$ cat config.mk
export PLATFORM = sky130hd
export DESIGN_NAME = if_stage
export DESIGN_NICKNAME = d
export VERILOG_FILES = /design/src/rtl/if_stage.sv
export SDC_FILE = /design/constraint.sdc
export NUM_CORES = 1
export LEC_CHECK = 0
export ABC_AREA = 1
export BUFFER_PORTS_ARGS = -buffer_cell sky130_fd_sc_hd__buf_4
export CAP_MARGIN = 20
export CORE_ASPECT_RATIO = 1.1
export CORE_MARGIN = 2
export CORE_UTILIZATION = 51
export CTS_CLUSTER_DIAMETER = 100
export DETAILED_ROUTE_END_ITERATION = 6
export PLACE_DENSITY = 0.8
export RECOVER_POWER = 25
export SYNTH_ARGS = -nofsm -noshare
export SYNTH_HDL_FRONTEND = slang
export SYNTH_SLANG_ARGS = --single-unit
$ cat constraint.sdc
create_clock -name clk -period 1.9 [get_ports clk]
set_clock_uncertainty 0.1 [all_clocks]
set_input_delay 0.095 -clock clk [delete_from_list [all_inputs] [get_ports clk]]
set_output_delay 0.095 -clock clk [all_outputs]
set_load 0.02 [all_outputs]
$ cat src/rtl/if_stage.sv
// MIPS instruction-fetch stage: owns PCF, fetches over a req/ack port, feeds the IF/ID register.
// Optional build macro IF_PERF_CNT_EN adds perf_fetched / perf_redirects counters.
module if_stage #(
  parameter logic [31:0] RESET_PC = 32'h0000_0000,
  parameter int          CNT_W    = 32
) (
  input  logic        clk,
  input  logic        reset,
  input  logic        StallD,
  input  logic        PCSrcD,
  input  logic [31:0] PCBranchD,
  input  logic        JumpD,
  input  logic [31:0] PCJumpD,
  output logic        imem_req,
  output logic [31:0] imem_addr,
  input  logic        imem_ack,
  input  logic [31:0] imem_rdata,
  output logic [31:0] cmd,
  output logic [31:0] PCPlusFourD,
  output logic        validD,
  output logic        FetchBusyF
`ifdef IF_PERF_CNT_EN
  ,
  output logic [CNT_W-1:0] perf_fetched,
  output logic [CNT_W-1:0] perf_redirects
`endif
);

  typedef enum logic [1:0] {
    S_FETCH   = 2'd0,
    S_WAIT    = 2'd1,
    S_HOLD    = 2'd2,
    S_DISCARD = 2'd3
  } state_t;

  state_t      r_state;
  state_t      w_state_nxt;
  logic [31:0] r_pcf;
  logic [31:0] w_pcf_nxt;
  logic [31:0] r_skid;
  logic [31:0] w_skid_nxt;
  logic [31:0] r_cmd;
  logic [31:0] w_cmd_nxt;
  logic [31:0] r_pc4;
  logic [31:0] w_pc4_nxt;
  logic        r_valid;
  logic        w_valid_nxt;
  logic        w_deliver;
  logic        w_redirect;
  logic [31:0] w_target;
  logic [31:0] w_pcf_inc;

  // A stalled ID stage cannot resolve a redirect; jumps take priority over branches.
  assign w_redirect = !StallD && (JumpD || PCSrcD);
  assign w_target   = (JumpD ? PCJumpD : PCBranchD) & ~32'h3;
  assign w_pcf_inc  = r_pcf + 32'd4;

  assign imem_req    = !reset && (r_state == S_FETCH || r_state == S_WAIT);
  assign imem_addr   = r_pcf;
  assign FetchBusyF  = (r_state == S_WAIT) && !imem_ack;
  assign cmd         = r_cmd;
  assign PCPlusFourD = r_pc4;
  assign validD      = r_valid;

  always_comb begin
    w_state_nxt = r_state;
    w_pcf_nxt   = r_pcf;
    w_skid_nxt  = r_skid;
    w_cmd_nxt   = r_cmd;
    w_pc4_nxt   = r_pc4;
    w_valid_nxt = r_valid;
    w_deliver   = 1'b0;

    if (w_redirect) begin
      w_pcf_nxt   = w_target;
      w_cmd_nxt   = 32'h0;
      w_valid_nxt = 1'b0;
      // An un-acked request is still in flight and its data must be swallowed.
      case (r_state)
        S_HOLD:  w_state_nxt = S_FETCH;
        default: w_state_nxt = imem_ack ? S_FETCH : S_DISCARD;
      endcase
    end else begin
      case (r_state)
        S_FETCH, S_WAIT: begin
          if (imem_ack && !StallD) begin
            w_deliver   = 1'b1;
            w_cmd_nxt   = imem_rdata;
            w_pc4_nxt   = w_pcf_inc;
            w_valid_nxt = 1'b1;
            w_pcf_nxt   = w_pcf_inc;
            w_state_nxt = S_FETCH;
          end else if (imem_ack) begin
            w_skid_nxt  = imem_rdata;
            w_state_nxt = S_HOLD;
          end else begin
            w_state_nxt = S_WAIT;
            if (!StallD) begin
              w_cmd_nxt   = 32'h0;
              w_valid_nxt = 1'b0;
            end
          end
        end
        S_HOLD: begin
          if (!StallD) begin
            w_deliver   = 1'b1;
            w_cmd_nxt   = r_skid;
            w_pc4_nxt   = w_pcf_inc;
            w_valid_nxt = 1'b1;
            w_pcf_nxt   = w_pcf_inc;
            w_state_nxt = S_FETCH;
          end
        end
        default: begin
          if (imem_ack) begin
            w_state_nxt = S_FETCH;
          end
          if (!StallD) begin
            w_cmd_nxt   = 32'h0;
            w_valid_nxt = 1'b0;
          end
        end
      endcase
    end
  end

  always_ff @(posedge clk) begin
    if (reset) begin
      r_state <= S_FETCH;
      r_pcf   <= RESET_PC;
      r_skid  <= 32'h0;
      r_cmd   <= 32'h0;
      r_pc4   <= 32'h0;
      r_valid <= 1'b0;
    end else begin
      r_state <= w_state_nxt;
      r_pcf   <= w_pcf_nxt;
      r_skid  <= w_skid_nxt;
      r_cmd   <= w_cmd_nxt;
      r_pc4   <= w_pc4_nxt;
      r_valid <= w_valid_nxt;
    end
  end

`ifdef IF_PERF_CNT_EN
  logic [CNT_W-1:0] r_perf_fetched;
  logic [CNT_W-1:0] r_perf_redirects;

  always_ff @(posedge clk) begin
    if (reset) begin
      r_perf_fetched   <= '0;
      r_perf_redirects <= '0;
    end else begin
      if (w_deliver) begin
        r_perf_fetched <= r_perf_fetched + 1'b1;
      end
      if (w_redirect) begin
        r_perf_redirects <= r_perf_redirects + 1'b1;
      end
    end
  end

  assign perf_fetched   = r_perf_fetched;
  assign perf_redirects = r_perf_redirects;
`endif

endmodule
* Yosys cells after proc, flatten, opt, wreduce, memory -nomap -nowiden
Index checks and enable logic that the tools add are counted.
Operators by class: bitwise operators 2, $add $sub $neg 1, divide/modulo/power cells 0, equal/unequal tests 7, shift operators 0, order comparisons 0, reduce and logical (&&, ||, !) cells 21, mux-type cells 23, multipliers 0
Operators by type and width (count):
- $mux 32 | 8
- $pmux 32 s2 | 2
- $add 32x3->32 const B | 1
- $mux 2 | 7
- $ne 3x3->1 const B | 3
- $reduce_and 4->1 | 2
- $reduce_and 3->1 | 2
- $logic_and 1x1->1 | 4
- $mux 1 | 4
- $ne 2x2->1 const B | 2
- $pmux 2 s2 | 1
- $reduce_and 2->1 | 2
- $reduce_bool 4->1 | 1
- $reduce_or 2->1 | 2
- $logic_not 1->1 | 3
- $reduce_bool 3->1 | 1
- $eq 2x1->1 const B | 1
- $eq 2x2->1 const B | 1
- $logic_not 2->1 | 1
- $logic_or 1x1->1 | 2
- $not 1->1 | 2
- $pmux 1 s2 | 1
- $reduce_bool 2->1 | 1
Storage, ports and cells: bits in registers 131, input bits 102, latch bits 0, logic and storage cells 61, output and inout bits 99, bits in writable memories 0, ROM bits 0, memories kept 0

* Depth between registers and ports, before layout
word-level depth 5, gate-level depth with buffers 11, depth with buffers taken out 10

* Worst setup path after synthesis
No wires, ideal clock.
path type register to register, start reg r_pcf[2], in the netlist imem_addr[2], end reg r_pc4[30], in the netlist PCPlusFourD[30], period minus slack after synthesis 1.771 ns, path buffers 0, required time 1.687 ns, cell stages (with the launch flop) 11, slack 0.129 ns, arrival time 1.558 ns, library setup time 0.113 ns, cells stage by stage dfxtp_1 ha_1 nand2_1 nor2_2 nand2_2 nor2_1 nand2_1 nand2_1 nand2_1 o21ai_1 inv_1
Between the ends: longest elaborated chain between the ends 3, elaborated cells between the ends (all ways) 4, classes of those cells add/sub (1); mux (3)
RTL lines:
- start: declaration | RTL line 38 | logic [31:0] r_pcf;
- start signal: assignment | RTL line 137 | r_pcf <= w_pcf_nxt;
- $add 32x3->32 (*) | RTL line 56 | assign w_pcf_inc = r_pcf + 32'd4;
- $mux 32 (on tied branches) | RTL line 105, 86
- $pmux 32 s2 (*) | RTL line 84 | case (r_state)
- end signal: assignment | RTL line 140 | r_pc4 <= w_pc4_nxt;
- end: declaration | RTL line 44 | logic [31:0] r_pc4;
Mark *: on every way between the ends. The rest lies on a longest branch, timed or not. The select of a mux whose other input is x is not followed. A chain may end at the register's enable or synchronous reset.

* Worst setup path in the final report
start reg r_pcf[2], in the netlist imem_addr[2], end reg r_pc4[31], in the netlist PCPlusFourD[31]
Same word-level chain as after synthesis.

==> metrics.txt <==
critical path's largest stage delay=350 ps; post-layout util=73.9%; Die W=110 µm; synth-to-layout area growth=41.1%; Final Cycle Share=93.3%; H-tree depth=4; Final ANT Viol Nets=0; Total Power=0.00801 W; Sum Neg Setup Slack=0 ps; PwrDens=901 mW/mm²; cts bufs inserted=17; netlist area before placement=0.00630 mm²; Sink Count=127; first-pass GRT wire length=31900 µm; CTS clk-pin slew, worst paths=60 ps; grt ovf=0; vias per inst=5.38; Mapped Cells=899; top post-synthesis cells by count=nand2_1, dfxtp_1, a21oi_1; Core Region=0.0120 mm²; VDD IR max=0.000666 V; fill cell instance count of the final layout=923; DIE HEIGHT=121 µm; maximum number of pins on one net before global-route repair=57; drt first pass iters=6; CP Cell Sequence=buf_4 -> inv_1 -> nor2_2 -> nand2_1 -> nor2_4 -> nand2_1 -> nand2_1 -> nand2_1 -> o21ai_0 -> inv_1; Top FF cell, synth=dfxtp_1; Post-synth EDFFs=0; synth top area cells=dfxtp_1, nand2_1, a21oi_1, o21ai_0, inv_1; Hold WS=3.99 ps; Final Hold Vio Count=0; Final Max Slew Viols=0; Yosys top cell area share=40.4%; GRT Total Usage=31.2%; ant diodes=0; initial antenna violation count=0; critical path type=flop to flop; Wirelength per Cell=15.6 µm; RSZ-0062 raised after global routing=no; Final #Nets=1245; status=finished, final reports clean; Critical Path AT=1990 ps; highest clock rate=564 MHz; Yosys reg bits=127; DRC viols=0; via count=7037; P_leak=3.92 nW; Distinct cells, synth=36; largest area contributor in the netlist=dfxtp_1; Detailed Place HPWL=12800 µm; Slew @ Worst Pin=514 ps; Max-cap violations=0; setup violators final=0; Worst-Skew Late Latency=430 ps; Crit-path slowest cell=dfxtp_1; worst path required time=2110 ps; Post-CTS Setup Inserts=0; TritonCTS clock tree=yes; top-count cell post-synth=nand2_1; HP Class=primary input to flop; syn avg cell area=7.01 µm²; Slew Limit Headroom=65.7%; clock root cell=clkbuf_16; crit-path most repeated cell=nand2_1; CP Capture Type=flop; port buffer count=192; Final min period=1770 ps; num rows=42; Initial Util=52.3%; clock buffer depth=2; Initial DRC Count=554; YS warnings=0; crit-path max FO=5; Total Wirelength=20400 µm; die area=0.0133 mm²; Setup crit start kind=flop; Placer Congestion=0.932; top-level I/O count=201; share of cells above drive strength 1=22.0%; sequential-to-total area share from yosys stat=40.4%; number of global-route vias before repair=6519; Post-synth ARST share=0%
==> kinds of logic after synthesis <==
group | Yosys count | share of synthesized area [%]
and+or+nand+nor | 336 | 22.3
AOI/OAI and AO/OA | 252 | 20.7
buffers and inverters | 144 | 10.1
DFF | 127 | 40.4
muxes | 23 | 4.11
xor gates and xnor gates | 15 | 2.09
adders and majority gates | 1 | 0.199
other | 1 | 0.0595
==> report_power, final <==
group	internal (W)	leakage, nW	switching, W
clock network	0.00198	0.294	0.00136
registers	0.00287	1.04	0.000170
logic	0.000678	2.58	0.000953
==> repair_timing <==
item,in CTS,in global routing
hold buffers,54,0
setup endpoints to repair,0,14
gates resized for setup,0,12
hold endpoints to repair,82,0
==> critical path: cells and delay by family (launching register included) <==
family,cells,cell delay [ps]
AO/OA/AOI/OAI,1,190
buffers and inverters,3,260
flip-flops,1,350
AND/OR/NAND/NOR,6,760
==> per-stage QoR <==
stage                     instances  setup WS, ps  cell area (µm²)
final                          1309           126             8890
after floorplan                 902           129             6310
after CTS                      1309          78.0             9050
after global placement         1223           143             7910
after detailed placement       1223          99.9             7910
after global routing           1309          6.47             8890
==> registers in the layout, summed over array words and instances, names as in the netlist, named ones only <==
name	flops
PCPlusFourD	30
imem_addr	30
cmd	32
r_state	2
r_skid	32
==> placed cells by master (no fill, tap or decap), types with 2 or more instances in the layout <==
master,instances
nand2_2,3
xnor2_1,4
inv_2,6
inv_1,81
nor2_2,6
inv_6,8
o21ai_1,32
nand2_1,220
nor2_8,2
nor2_1,70
dlygate4sd3_1,54
nand3_1,13
xor2_1,11
nand3b_1,3
clkbuf_1,55
mux2_2,23
a21oi_1,115
dfxtp_1,126
o21ai_0,83
o22ai_1,4
nand2_4,2
buf_12,3
bufinv_16,2
buf_4,166
a31oi_1,8
o211ai_1,7
conb_1,4
inv_8,2
nor2_4,7
clkbuf_16,17
and2_1,2
nor3_1,5
==> final timing paths <==
| check | start | to | slack [ps] | cells after the start |
|---|---|---|---|---|
| worst max-delay path | imem_addr[2] | PCPlusFourD[31] | 130 | 10 |
| worst min-delay path | PCJumpD[28] | imem_addr[28] | 4 | 4 |
| worst max register to register | imem_addr[2] | PCPlusFourD[31] | 130 | 10 |
| worst min register to register | r_skid[0] | r_skid[0] | 350 | 2 |
==> metal layers <==
metal / vias to the layer above / routed length [µm] / global-route usage (%)
li1: 3401 / - / -
met4: 0 / 827 / 16.9
met5: - / 0 / 0
met3: 82 / 1840 / 6.74
met1: 3179 / 7770 / 37.4
met2: 375 / 9970 / 51.5
==> cell type report <==
| class | instances | area (µm²) | share of cell area, % |
|---|---|---|---|
| Clock inverter | 15 | 174 | 1.96 |
| Inverter | 87 | 327 | 3.67 |
| Multi-Input combinational cell | 631 | 3170 | 35.7 |
| Timing Repair Buffer | 278 | 2050 | 23.1 |
| Tap cell | 154 | 193 | 2.17 |
| Sequential cell | 127 | 2540 | 28.6 |
| Clock buffer | 17 | 425 | 4.79 |
No activity file was read; power rests on OpenSTA's default activity.
